--- src/rtl/vga_timing_pkg.sv ---
// Shared VGA 640x480@60 timing constants, counter types and decode helpers.
package vga_timing_pkg;

    localparam int unsigned CNT_W  = 10;
    localparam int unsigned ANIM_W = 8;

    localparam int unsigned H_VISIBLE = 640;
    localparam int unsigned H_FP      = 16;
    localparam int unsigned H_SYNC    = 96;
    localparam int unsigned H_BP      = 48;
    localparam int unsigned V_VISIBLE = 480;
    localparam int unsigned V_FP      = 10;
    localparam int unsigned V_SYNC    = 2;
    localparam int unsigned V_BP      = 33;

    localparam int unsigned H_TOTAL = H_VISIBLE + H_FP + H_SYNC + H_BP;
    localparam int unsigned V_TOTAL = V_VISIBLE + V_FP + V_SYNC + V_BP;

    // Inclusive sync windows, measured from the start of the visible region.
    localparam int unsigned H_SYNC_START = H_VISIBLE + H_FP;
    localparam int unsigned H_SYNC_END   = H_SYNC_START + H_SYNC - 1;
    localparam int unsigned V_SYNC_START = V_VISIBLE + V_FP;
    localparam int unsigned V_SYNC_END   = V_SYNC_START + V_SYNC - 1;

    typedef logic [CNT_W-1:0]  cnt_t;
    typedef logic [ANIM_W-1:0] anim_t;

    // Inclusive range test used by the sync decodes.
    function automatic logic in_range(cnt_t v, cnt_t lo, cnt_t hi);
        return (v >= lo) && (v <= hi);
    endfunction

endpackage

--- src/rtl/vga_timing_if.sv ---
// Raster timing bundle between the timing generator and the drawing stages.
interface vga_timing_if;
    import vga_timing_pkg::*;

    logic  anim_en;
    logic  hs;
    logic  vs;
    logic  blank;
    cnt_t  DrawX;
    cnt_t  DrawY;
    logic  line_tick;
    logic  frame_tick;
    anim_t anim_frame;

    modport master (
        input  anim_en,
        output hs, vs, blank, DrawX, DrawY, line_tick, frame_tick, anim_frame
    );

    modport slave (
        output anim_en,
        input  hs, vs, blank, DrawX, DrawY, line_tick, frame_tick, anim_frame
    );

endinterface

--- src/rtl/vga_anim_counter.sv ---
// Frame-divided animation index: steps once every ANIM_DIV enabled frame ticks.
module vga_anim_counter
    import vga_timing_pkg::*;
#(
    parameter int unsigned ANIM_DIV    = 6,
    parameter int unsigned ANIM_FRAMES = 4
) (
    input  logic  clk,
    input  logic  reset,
    input  logic  tick,
    input  logic  en,
    output anim_t anim_frame
);

    localparam anim_t DIV_LAST   = anim_t'(ANIM_DIV - 1);
    localparam anim_t FRAME_LAST = anim_t'(ANIM_FRAMES - 1);

    anim_t div_cnt_q, div_cnt_d;
    anim_t anim_frame_q, anim_frame_d;

    // Next-state: divide enabled frame ticks, then wrap the animation index; reset wins.
    always_comb begin
        div_cnt_d    = div_cnt_q;
        anim_frame_d = anim_frame_q;
        if (tick && en) begin
            if (div_cnt_q == DIV_LAST) begin
                div_cnt_d    = '0;
                anim_frame_d = (anim_frame_q == FRAME_LAST) ? '0 : anim_frame_q + 8'd1;
            end else begin
                div_cnt_d = div_cnt_q + 8'd1;
            end
        end
        if (reset) begin
            div_cnt_d    = '0;
            anim_frame_d = '0;
        end
    end

    // State registers.
    always_ff @(posedge clk) begin
        div_cnt_q    <= div_cnt_d;
        anim_frame_q <= anim_frame_d;
    end

    assign anim_frame = anim_frame_q;

endmodule

--- src/rtl/vga_timing_gen.sv ---
// 640x480@60 raster counters with sync/blank decodes, line/frame strobes and animation index.
module vga_timing_gen #(
    parameter int unsigned H_TOTAL     = vga_timing_pkg::H_TOTAL,
    parameter int unsigned V_TOTAL     = vga_timing_pkg::V_TOTAL,
    parameter int unsigned ANIM_DIV    = 6,
    parameter int unsigned ANIM_FRAMES = 4
) (
    input  logic            vga_clk,
    input  logic            reset,
    vga_timing_if.master    vga
);
    import vga_timing_pkg::*;

    localparam cnt_t H_LAST    = cnt_t'(H_TOTAL - 1);
    localparam cnt_t V_LAST    = cnt_t'(V_TOTAL - 1);
    localparam cnt_t H_VIS     = cnt_t'(H_VISIBLE);
    localparam cnt_t V_VIS     = cnt_t'(V_VISIBLE);
    localparam cnt_t H_SYNC_LO = cnt_t'(H_SYNC_START);
    localparam cnt_t H_SYNC_HI = cnt_t'(H_SYNC_END);
    localparam cnt_t V_SYNC_LO = cnt_t'(V_SYNC_START);
    localparam cnt_t V_SYNC_HI = cnt_t'(V_SYNC_END);

    cnt_t hc_q, hc_d;
    cnt_t vc_q, vc_d;
    logic line_end;
    logic frame_end;

    // Next-state: hc free-runs, vc advances only when hc wraps; reset returns to (0,0).
    always_comb begin
        hc_d = hc_q + 10'd1;
        vc_d = vc_q;
        if (hc_q == H_LAST) begin
            hc_d = '0;
            vc_d = (vc_q == V_LAST) ? '0 : vc_q + 10'd1;
        end
        if (reset) begin
            hc_d = '0;
            vc_d = '0;
        end
    end

    // Counter registers.
    always_ff @(posedge vga_clk) begin
        hc_q <= hc_d;
        vc_q <= vc_d;
    end

    // Decodes are taken straight off the counters so they line up with DrawX/DrawY.
    assign line_end  = (hc_q == H_LAST);
    assign frame_end = line_end && (vc_q == V_LAST);

    assign vga.DrawX      = hc_q;
    assign vga.DrawY      = vc_q;
    assign vga.blank      = (hc_q < H_VIS) && (vc_q < V_VIS);
    assign vga.hs         = ~in_range(hc_q, H_SYNC_LO, H_SYNC_HI);
    assign vga.vs         = ~in_range(vc_q, V_SYNC_LO, V_SYNC_HI);
    assign vga.line_tick  = line_end;
    assign vga.frame_tick = frame_end;

    vga_anim_counter #(
        .ANIM_DIV    (ANIM_DIV),
        .ANIM_FRAMES (ANIM_FRAMES)
    ) u_anim (
        .clk        (vga_clk),
        .reset      (reset),
        .tick       (frame_end),
        .en         (vga.anim_en),
        .anim_frame (vga.anim_frame)
    );

endmodule

--- src/flat_wrapper.sv ---
// flat-port wrapper written by rule: the top's interface ports become plain ports
module vga_timing_gen_flat import vga_timing_pkg::*;
#(
    parameter int unsigned H_TOTAL     = vga_timing_pkg::H_TOTAL,
    parameter int unsigned V_TOTAL     = vga_timing_pkg::V_TOTAL,
    parameter int unsigned ANIM_DIV    = 6,
    parameter int unsigned ANIM_FRAMES = 4
)
  (vga_clk, reset, vga_anim_en, vga_hs, vga_vs, vga_blank, vga_DrawX, vga_DrawY, vga_line_tick, vga_frame_tick, vga_anim_frame);
  vga_timing_if vga_i ();
  input  logic vga_clk;
  input  logic reset;
  input wire logic [$bits(vga_i.anim_en)-1:0] vga_anim_en;
  output wire logic [$bits(vga_i.hs)-1:0] vga_hs;
  output wire logic [$bits(vga_i.vs)-1:0] vga_vs;
  output wire logic [$bits(vga_i.blank)-1:0] vga_blank;
  output wire logic [$bits(vga_i.DrawX)-1:0] vga_DrawX;
  output wire logic [$bits(vga_i.DrawY)-1:0] vga_DrawY;
  output wire logic [$bits(vga_i.line_tick)-1:0] vga_line_tick;
  output wire logic [$bits(vga_i.frame_tick)-1:0] vga_frame_tick;
  output wire logic [$bits(vga_i.anim_frame)-1:0] vga_anim_frame;
  assign vga_i.anim_en = vga_anim_en;
  assign vga_hs = vga_i.hs;
  assign vga_vs = vga_i.vs;
  assign vga_blank = vga_i.blank;
  assign vga_DrawX = vga_i.DrawX;
  assign vga_DrawY = vga_i.DrawY;
  assign vga_line_tick = vga_i.line_tick;
  assign vga_frame_tick = vga_i.frame_tick;
  assign vga_anim_frame = vga_i.anim_frame;
  vga_timing_gen #(.H_TOTAL(H_TOTAL), .V_TOTAL(V_TOTAL), .ANIM_DIV(ANIM_DIV), .ANIM_FRAMES(ANIM_FRAMES)) u_core (.vga_clk(vga_clk), .reset(reset), .vga(vga_i));
endmodule
--- config.mk ---
export PLATFORM = sky130hd
export DESIGN_NAME = vga_timing_gen_flat
export DESIGN_NICKNAME = d
export VERILOG_FILES = /design/src/rtl/vga_timing_pkg.sv /design/src/rtl/vga_timing_if.sv /design/src/rtl/vga_anim_counter.sv /design/src/rtl/vga_timing_gen.sv /design/src/flat_wrapper.sv
export SDC_FILE = /design/constraint.sdc
export NUM_CORES = 1
export LEC_CHECK = 0
export CELL_PAD_IN_SITES_DETAIL_PLACEMENT = 1
export CELL_PAD_IN_SITES_GLOBAL_PLACEMENT = 1
export CORE_MARGIN = 2
export CORE_UTILIZATION = 35
export CTS_BUF_LIST = sky130_fd_sc_hd__clkbuf_16
export CTS_CLUSTER_SIZE = 40
export DETAILED_ROUTE_END_ITERATION = 7
export PLACE_DENSITY_LB_ADDON = 0.15
export SETUP_SLACK_MARGIN = 0.1
export SLEW_MARGIN = 20
export SYNTH_ARGS = -nofsm -noshare
export SYNTH_HDL_FRONTEND = slang
export SYNTH_HIERARCHICAL = 1
export SYNTH_SLANG_ARGS = --single-unit
--- constraint.sdc ---
create_clock -name vga_clk -period 3.6 [get_ports vga_clk]
set_clock_uncertainty 0.15 [all_clocks]
set_input_delay 0.72 -clock vga_clk [delete_from_list [all_inputs] [get_ports vga_clk]]
set_output_delay 0.72 -clock vga_clk [all_outputs]
set_load 0.03 [all_outputs]
After elaboration in Yosys (flattened, before gate mapping)
Index checks and enable logic that the tools add are counted.
{"block": "totals", "regBits": 36, "input_bits": 3}
{"block": "op_classes", "add_sub_neg": 4, "magnitude_cmp": 6, "n_eq_ne": 4, "muxes": 3, "bitwise": 2, "n_reduce_logical": 7}
{"cell": "$add A10 B1 Y10 const B", "count": 2}
{"cell": "$eq A10 B10 Y1 const B", "count": 2}
{"cell": "$add A8 B1 Y8 const B", "count": 2}
{"cell": "$mux W8", "count": 2}
{"cell": "$ge A10 B10 Y1 const B", "count": 1}
{"cell": "$ge A10 B9 Y1 const B", "count": 1}
{"cell": "$le A10 B10 Y1 const B", "count": 1}
{"cell": "$le A10 B9 Y1 const B", "count": 1}
{"cell": "$lt A10 B10 Y1 const B", "count": 1}
{"cell": "$lt A10 B9 Y1 const B", "count": 1}
{"cell": "$mux W10", "count": 1}
{"cell": "$eq A8 B2 Y1 const B", "count": 1}
{"cell": "$eq A8 B3 Y1 const B", "count": 1}
{"cell": "$logic_and A1 B1 Y1", "count": 5}
{"cell": "$not A1 Y1", "count": 2}
{"cell": "$reduce_and A2 Y1", "count": 1}
{"cell": "$reduce_or A2 Y1", "count": 1}

Depth between registers and ports, before layout
Gate-level depths: netlist of the first run.
{"block": "logic_depth", "depth_word": 4, "ltp_mapped": 10}

By module
Netlist of the first run, hierarchy kept.
{"mod": "vga_timing_gen", "n_inst": 1, "cells_per_inst": 127, "area_per_inst_um2": 1091.0, "seq_area_each_um2": 400.4}
{"mod": "vga_anim_counter", "n_inst": 1, "cells_per_inst": 90, "area_per_inst_um2": 797.0, "seq_area_each_um2": 320.3}

Least setup slack after synthesis of the first run
No wires, ideal clock.
{"block": "synth_timing", "kind": "reg2reg", "startpoint": "register u_core.hc_q[0], in the netlist u_core/vga.DrawX[0]", "endpoint": "register u_core.u_anim.anim_frame_q[7], in the netlist u_core/u_anim/anim_frame[7]", "arrival_time_ns": 3.374, "t_required_ns": 3.380, "setup_slack_ns": 0.006, "stages_incl_launch_ff": 10, "path_buffers": 1, "path_cell_list": "dfxtp_1 > ha_1 > nand4_1 > or3_4 > buf_6 > nor2_1 > and3_2 > nand3_4 > or4_1 > a21oi_1"}
{"block": "synth_between", "elab_chain_cells": 4}
{"element": "from (decl)", "line": "vga_timing_gen.sv:23", "source": "cnt_t hc_q, hc_d;"}
{"element": "from (signal assigned)", "line": "vga_timing_gen.sv:44", "source": "hc_q <= hc_d;"}
{"element": "$eq A10 B10 Y1", "line": "vga_timing_gen.sv:49", "source": "assign line_end = (hc_q == H_LAST);"}
{"element": "$logic_and A1 B1 Y1", "line": "vga_timing_gen.sv:50", "source": "assign frame_end = line_end && (vc_q == V_LAST);"}
{"element": "net vga_frame_tick", "line": "flat_wrapper.sv:20", "source": "output wire logic [$bits(vga_i.frame_tick)-1:0] vga_frame_tick;"}
{"element": "$logic_and A1 B1 Y1", "line": "vga_anim_counter.sv:25", "source": "if (tick && en) begin"}
{"element": "$reduce_and A2 Y1 (no line)"}
{"element": "to (signal assigned)", "line": "vga_anim_counter.sv:42", "source": "anim_frame_q <= anim_frame_d;"}
{"element": "to (decl)", "line": "vga_anim_counter.sv:19", "source": "anim_t anim_frame_q, anim_frame_d;"}
The timed path passes the listed nets, and every way through them passes these cells.
A chain may end at the register's enable or synchronous reset.

Worst setup path after layout of the first run
{"block": "layout_timing", "startpoint": "register u_core.hc_q[5], in the netlist u_core/vga.DrawX[5]", "endpoint": "output vga_frame_tick"}
{"block": "layout_between", "elab_chain_cells": 2}
{"element": "$eq A10 B10 Y1", "line": "vga_timing_gen.sv:49"}
{"element": "$logic_and A1 B1 Y1", "line": "vga_timing_gen.sv:50"}
{"element": "to (decl)", "line": "flat_wrapper.sv:20"}
Every way passes these cells.

==> run_results.csv, run 1 <==
group,metric,value,unit
status,status,"completed",
critical_path,crit_chain,"or3b_4 > or3_4 > nor2_2 > clkdlybuf4s50_1",
synth,yosysTopAreaCell,"dfxtp_1",
sta,maxSlewViolCount,0,
synth,syn_area,1888,µm²
power_and_ir_drop,p_leak,0.7959,nW
power_and_ir_drop,p_total,0.8457,mW
power_and_ir_drop,p_int,0.6628,mW
power_and_ir_drop,combPwrFrac,0.034,
clock_tree,clk_path_buf_depth,2,
sta,worstMarginPinSlew,0.6374,ns
critical_path,worstSetupStartpointType,"flip-flop",
placement,numPortBuffers,35,
sta,setup_viol,0,
synth,synth_top_area_frac,0.3817,
power_and_ir_drop,vdd_ir_drop_max,0.2436,mV
synth,synth_edf_count,0,
synth,syn_inst,217,
power_and_ir_drop,p_per_area,348.6,nW/µm²
clock_tree,htree_num_levels,2,
routing,postRouteAntennaNets,0,
synth,synthDistinctLibCells,44,
synth,synth_nets,227,
grt,grt.total_usage,0.1567,
routing,drcViolationCount,0,
synth,synth_area_leaders,"dfxtp_1, xnor2_1, nor2_1",
placement,dpl_cell_area,2286,µm²
routing,post_drt_wl_per_cell,14.08,µm
grt,antenna_found_initial,0,
floorplanning,io_pins,36,
clock_tree,cts-root-buf,"clkbuf_16",
clock_tree,clk_pin_slew,0.05,ns
layout,mostFrequentLayoutCells,"dfxtp_1, clkdlybuf4s50_1, nor2_1",
layout,antenna_cells,0,
routing,first_pass_iters,4,
clock_tree,cts_tree,"built",
grt,grt_max_degree,18,
grt,grt_pass1_vias,1558,
layout,layout_commonest_cell,"dfxtp_1",
floorplanning,die_y,77.45,µm
critical_path,slowest_delay,0.69,ns
synth,synth_seq_cells,36,
floorplanning,dieArea,5998,µm²
sta,finalCritPeriodShare,0.9156,
placement,dpl.hpwl,3266,µm
routing,num_vias,1667,
grt,grt_pass1_wl,7576,µm
sta,layout_min_cycle_time,3.296,ns
sta,max_slew_margin,0.5737,
synth,yosysWarnings,6,
clock_tree,cts_resized,0,
layout,design_area,2426,µm²
placement,pre_cts_slack,0.5827,ns
flow_run,cap_violations,0,
floorplanning,die_x,77.45,µm
routing,routed_wirelength,4548,µm
power_and_ir_drop,clkPwrFrac,0.487,
critical_path,critPathRequiredTime,2.73,ns
floorplanning,initial_core_util,0.3650,
grt,gr-total-overflow,0,
floorplanning,num_rows,26,
clock_tree,tritoncts.num_buffers,5,
sta,hold_viol_final,0,
power_and_ir_drop,seqPwrFrac,0.479,
critical_path,cpMaxStageDelayCell,"clkdlybuf4s50_1",
power_and_ir_drop,switching_share,0.2163,
clock_tree,clock_latency,0.27,ns
layout,layout-drive-gt1-share,0.07905,
routing,first_iter_violations,83,
sta,rsz0062_at_grt,"no",
synth,syn_avg_cell_area,8.701,µm²
sta,max_freq,303.4,MHz
critical_path,crit_type,"flip-flop to output port",
layout,syn_to_final_growth,28.50,%
synth,synthArstFlopShare,0,
floorplanning,core,5172,µm²
critical_path,crit_arrival,2.43,ns
worst_hold_path,hp-class,"flip-flop to flip-flop",
clock_tree,clock_sinks,36,
layout,final_cells,323,
clock_tree,hold_buffers,0,
placement,gp_congestion,0.7086,
routing,post_drt_via_cell_ratio,5.161,
layout,fin_nets,262,
placement,dp_cells,315,
sta,holdWs,0.3461,ns
critical_path,worstPathMaxFanout,9,
power_and_ir_drop,power.switching,0.1829,mW
critical_path,end_kind,"output port",
sta,fin_setup_tns,0,ns
layout,utilization,0.4690,
sta,setup_ws,0.3038,ns
synth,synth_ff_type,"dfxtp_1",
clock_tree,cts_setup_buffers,0,
synth,synth_seq_area_share,0.3817,
-- kinds of logic (layout without fill, tap and decap cells) --
family                   count (synthesis)  count (layout)  synth area share
AND/OR/NAND/NOR                        111             111            0.3420
flip-flops                              36              36            0.3817
XOR/XNOR                                22              22            0.1021
AO/OA/AOI/OAI                           20              20           0.06693
buffers and inverters                   19              55           0.05036
adder cells (fa/ha/maj)                  7               7           0.04639
multiplexers                             2               2           0.01060
-- power by group through the flow --
stage / clock network (mW) / registers (mW) / logic, mW
2_1_floorplan: 0 / 0.419 / 0.0114
3_3_place_gp: 0 / 0.414 / 0.0291
3_5_place_dp: 0 / 0.414 / 0.0289
4_1_cts: 0.424 / 0.406 / 0.0291
5_1_grt: 0.452 / 0.406 / 0.0319
6_report: 0.412 / 0.405 / 0.0287
-- final cells by class --
class | count | area (µm²)
clock buffer | 5 | 125.1
clock inverter | 3 | 15.01
fill | 619 | 2746
inverter | 10 | 37.54
multi-input combinational | 162 | 1075
sequential | 36 | 720.7
tap | 70 | 87.58
timing repair buffer | 37 | 365.4
-- state kept, by name, indices dropped and copies added (netlist names) --
register	cells
u_core/u_anim/anim_frame	8
u_core/vga.DrawX	10
u_core/vga.DrawY	10
u_core/u_anim/div_cnt_q	8
-- routing by layer --
| metal | vias to the layer above | GRT usage | share of wire |
|---|---|---|---|
| met4 | 0 | 0.04286 | 0.0046 |
| met5 | - | 0 | 0 |
| met2 | 35 | 0.2322 | 0.44 |
| li1 | 830 | - | - |
| met3 | 2 | 0.04186 | 0.044 |
| met1 | 800 | 0.2234 | 0.51 |
-- synthesized netlist by cell type, drive strengths merged, types with 2 or more instances --
| master | instances |
|---|---|
| a21oi | 10 |
| nand2 | 16 |
| clkbuf | 4 |
| o31ai | 2 |
| nor4 | 7 |
| ha | 7 |
| nor2 | 30 |
| or3 | 5 |
| nor4b | 3 |
| nand4b | 2 |
| buf | 5 |
| or3b | 2 |
| nand4 | 10 |
| xnor2 | 13 |
| and4 | 2 |
| nand3 | 17 |
| o21ai | 3 |
| or4 | 2 |
| nor3 | 7 |
| o21bai | 2 |
| dfxtp | 36 |
| and3 | 4 |
| mux2i | 2 |
| xor2 | 9 |
| inv | 10 |
-- worst paths after layout --
check | slack (ns) | endpoint | depth (start not counted) | from
setup / recovery | 0.30 | vga_frame_tick | 4 | u_core/vga.DrawX[5]$_SDFF_PP0_
hold / removal | 0.35 | u_core/vga.DrawX[0]$_SDFF_PP0_ | 1 | u_core/vga.DrawX[0]$_SDFF_PP0_
setup reg to reg | 0.68 | u_core/u_anim/anim_frame[2]$_SDFFE_PP0P_ | 8 | u_core/vga.DrawX[5]$_SDFF_PP0_
hold reg to reg | 0.35 | u_core/vga.DrawX[0]$_SDFF_PP0_ | 1 | u_core/vga.DrawX[0]$_SDFF_PP0_
-- critical path: cells and delay by family (launching register included) --
| kind | cells | cell delay [ns] |
|---|---|---|
| buffers and inverters | 1 | 0.69 |
| flip-flops | 1 | 0.39 |
| AND/OR/NAND/NOR | 3 | 1.08 |
Power figures use the tool's default switching activity.
==> run 2, diff against run 1 <==
GPL_ROUTABILITY_DRIVEN = 0   (was not set)
==> results of run 2 <==
Same layout as run 1: the final DEF is identical, and so are final timing and power.
==> run 3, diff against run 2 <==
CORE_UTILIZATION = 38   (was 35)
GPL_TIMING_DRIVEN = 0   (was not set)
PLACE_DENSITY_LB_ADDON = 0.1   (was 0.15)
==> run_results.csv, run 3 (same netlist as run 1, synthesis figures left out) <==
group,metric,value,unit
sta,rsz0062_at_grt,"no",
routing,drcViolationCount,0,
clock_tree,htree_num_levels,2,
placement,dpl.hpwl,3223,µm
critical_path,crit_type,"flip-flop to output port",
grt,grt_max_degree,11,
critical_path,worstSetupStartpointType,"flip-flop",
floorplanning,core,4755,µm²
clock_tree,clk_path_buf_depth,2,
grt,grt_pass1_vias,1635,
sta,maxSlewViolCount,0,
layout,utilization,0.5168,
flow_run,cap_violations,0,
layout,fin_nets,269,
power_and_ir_drop,p_per_area,341.0,nW/µm²
grt,grt.total_usage,0.1811,
layout,layout-drive-gt1-share,0.08462,
layout,design_area,2457,µm²
clock_tree,hold_buffers,0,
layout,antenna_cells,0,
worst_hold_path,hp-class,"flip-flop to flip-flop",
placement,numPortBuffers,34,
routing,routed_wirelength,4482,µm
status,status,"completed",
layout,syn_to_final_growth,30.15,%
grt,gr-total-overflow,0,
layout,mostFrequentLayoutCells,"dfxtp_1, clkdlybuf4s50_1, nor2_1",
power_and_ir_drop,vdd_ir_drop_max,0.1870,mV
routing,post_drt_wl_per_cell,13.71,µm
sta,fin_setup_tns,0,ns
floorplanning,io_pins,36,
floorplanning,die_y,74.49,µm
critical_path,end_kind,"output port",
routing,first_iter_violations,42,
layout,final_cells,327,
grt,antenna_found_initial,0,
critical_path,worstPathMaxFanout,7,
routing,first_pass_iters,6,
floorplanning,dieArea,5549,µm²
sta,hold_viol_final,0,
critical_path,critPathRequiredTime,2.73,ns
sta,max_slew_margin,0.5758,
layout,regArea,720.7,µm²
grt,grt_pass1_wl,7817,µm
floorplanning,die_x,74.49,µm
clock_tree,clock_latency,0.28,ns
sta,finalCritPeriodShare,0.9476,
placement,dp_cells,318,
sta,worstMarginPinSlew,0.6350,ns
clock_tree,tritoncts.num_buffers,5,
placement,pre_cts_slack,0.07553,ns
floorplanning,num_rows,25,
floorplanning,initial_core_util,0.3971,
placement,dpl_cell_area,2315,µm²
clock_tree,cts_tree,"built",
sta,max_freq,293.1,MHz
layout,multi_input_area,1075,µm²
sta,setup_viol,0,
power_and_ir_drop,p_leak,0.8261,nW
clock_tree,cts-root-buf,"clkbuf_16",
clock_tree,clock_sinks,36,
critical_path,crit_arrival,2.54,ns
sta,setup_ws,0.1885,ns
clock_tree,clk_pin_slew,0.05,ns
sta,layout_min_cycle_time,3.412,ns
routing,postRouteAntennaNets,0,
routing,post_drt_via_cell_ratio,5.150,
layout,layout_commonest_cell,"dfxtp_1",
layout,fillers,592,
routing,num_vias,1684,
[run 3: cell count changes in the layout (fill, tap and decap cells not counted), sizes merged]
cell / change
clkbuf: +4
inv: +1
clkdlybuf4s50: -2
buf: +4
dlygate4sd2: +1
clkinvlp: -1
[run 3: critical path, cell delays in order (launching register included)]
cell and delay, ns:
dfxtp_1 0.30, buf_2 0.16, or3b_4 0.38, buf_6 0.14
or3_4 0.36, buf_6 0.14, inv_1 0.10, clkdlybuf4s50_1 0.69
[run 3: worst paths after layout]
| kind | slack [ns] | depth (start not counted) | end | from |
|---|---|---|---|---|
| setup / recovery | 0.19 | 7 | vga_line_tick | u_core/vga.DrawX[6]$_SDFF_PP0_ |
| hold / removal | 0.35 | 1 | u_core/vga.DrawX[0]$_SDFF_PP0_ | u_core/vga.DrawX[0]$_SDFF_PP0_ |
| setup reg to reg | 0.52 | 10 | u_core/u_anim/anim_frame[7]$_SDFFE_PP0P_ | u_core/vga.DrawX[6]$_SDFF_PP0_ |
| hold reg to reg | 0.35 | 1 | u_core/vga.DrawX[0]$_SDFF_PP0_ | u_core/vga.DrawX[0]$_SDFF_PP0_ |
[run 3: timing repair]
item,CTS,global route
resized for setup,1,0
setup endpoints to repair,2,0
buffers inserted,1,0
[run 3: where the power goes]
part | total [mW] | internal [mW] | switching [mW]
Clock | 0.404 | 0.249 | 0.155
Sequential | 0.406 | 0.402 | 0.00451
Combinational | 0.0280 | 0.00980 | 0.0182
[run 3: metal layers]
metal  share of wire  global-route usage  vias up
met4          0.0056             0.06151        0
met3           0.039             0.05285        4
met2            0.46              0.2763       31
met5               0                   0        -
li1                -                   -      851
met1            0.50              0.2450      798
[run 3: per-stage QoR]
step / power (mW) / hold WS (ns)
global route: 0.8812 / 0.3956
global placement: 0.4425 / 0.3276
detailed placement: 0.4431 / 0.3330
floorplan: 0.4306 / 0.3417
finish: 0.8380 / 0.3466
CTS: 0.8537 / 0.3477
[run 3: area by class of cell]
type,count,area share
sequential,36,0.2933
timing repair buffer,35,0.1410
buffer,9,0.02342
multi-input combinational,162,0.4374
tap,67,0.03411
inverter,10,0.01527
clock buffer,5,0.05092
clock inverter,3,0.004582
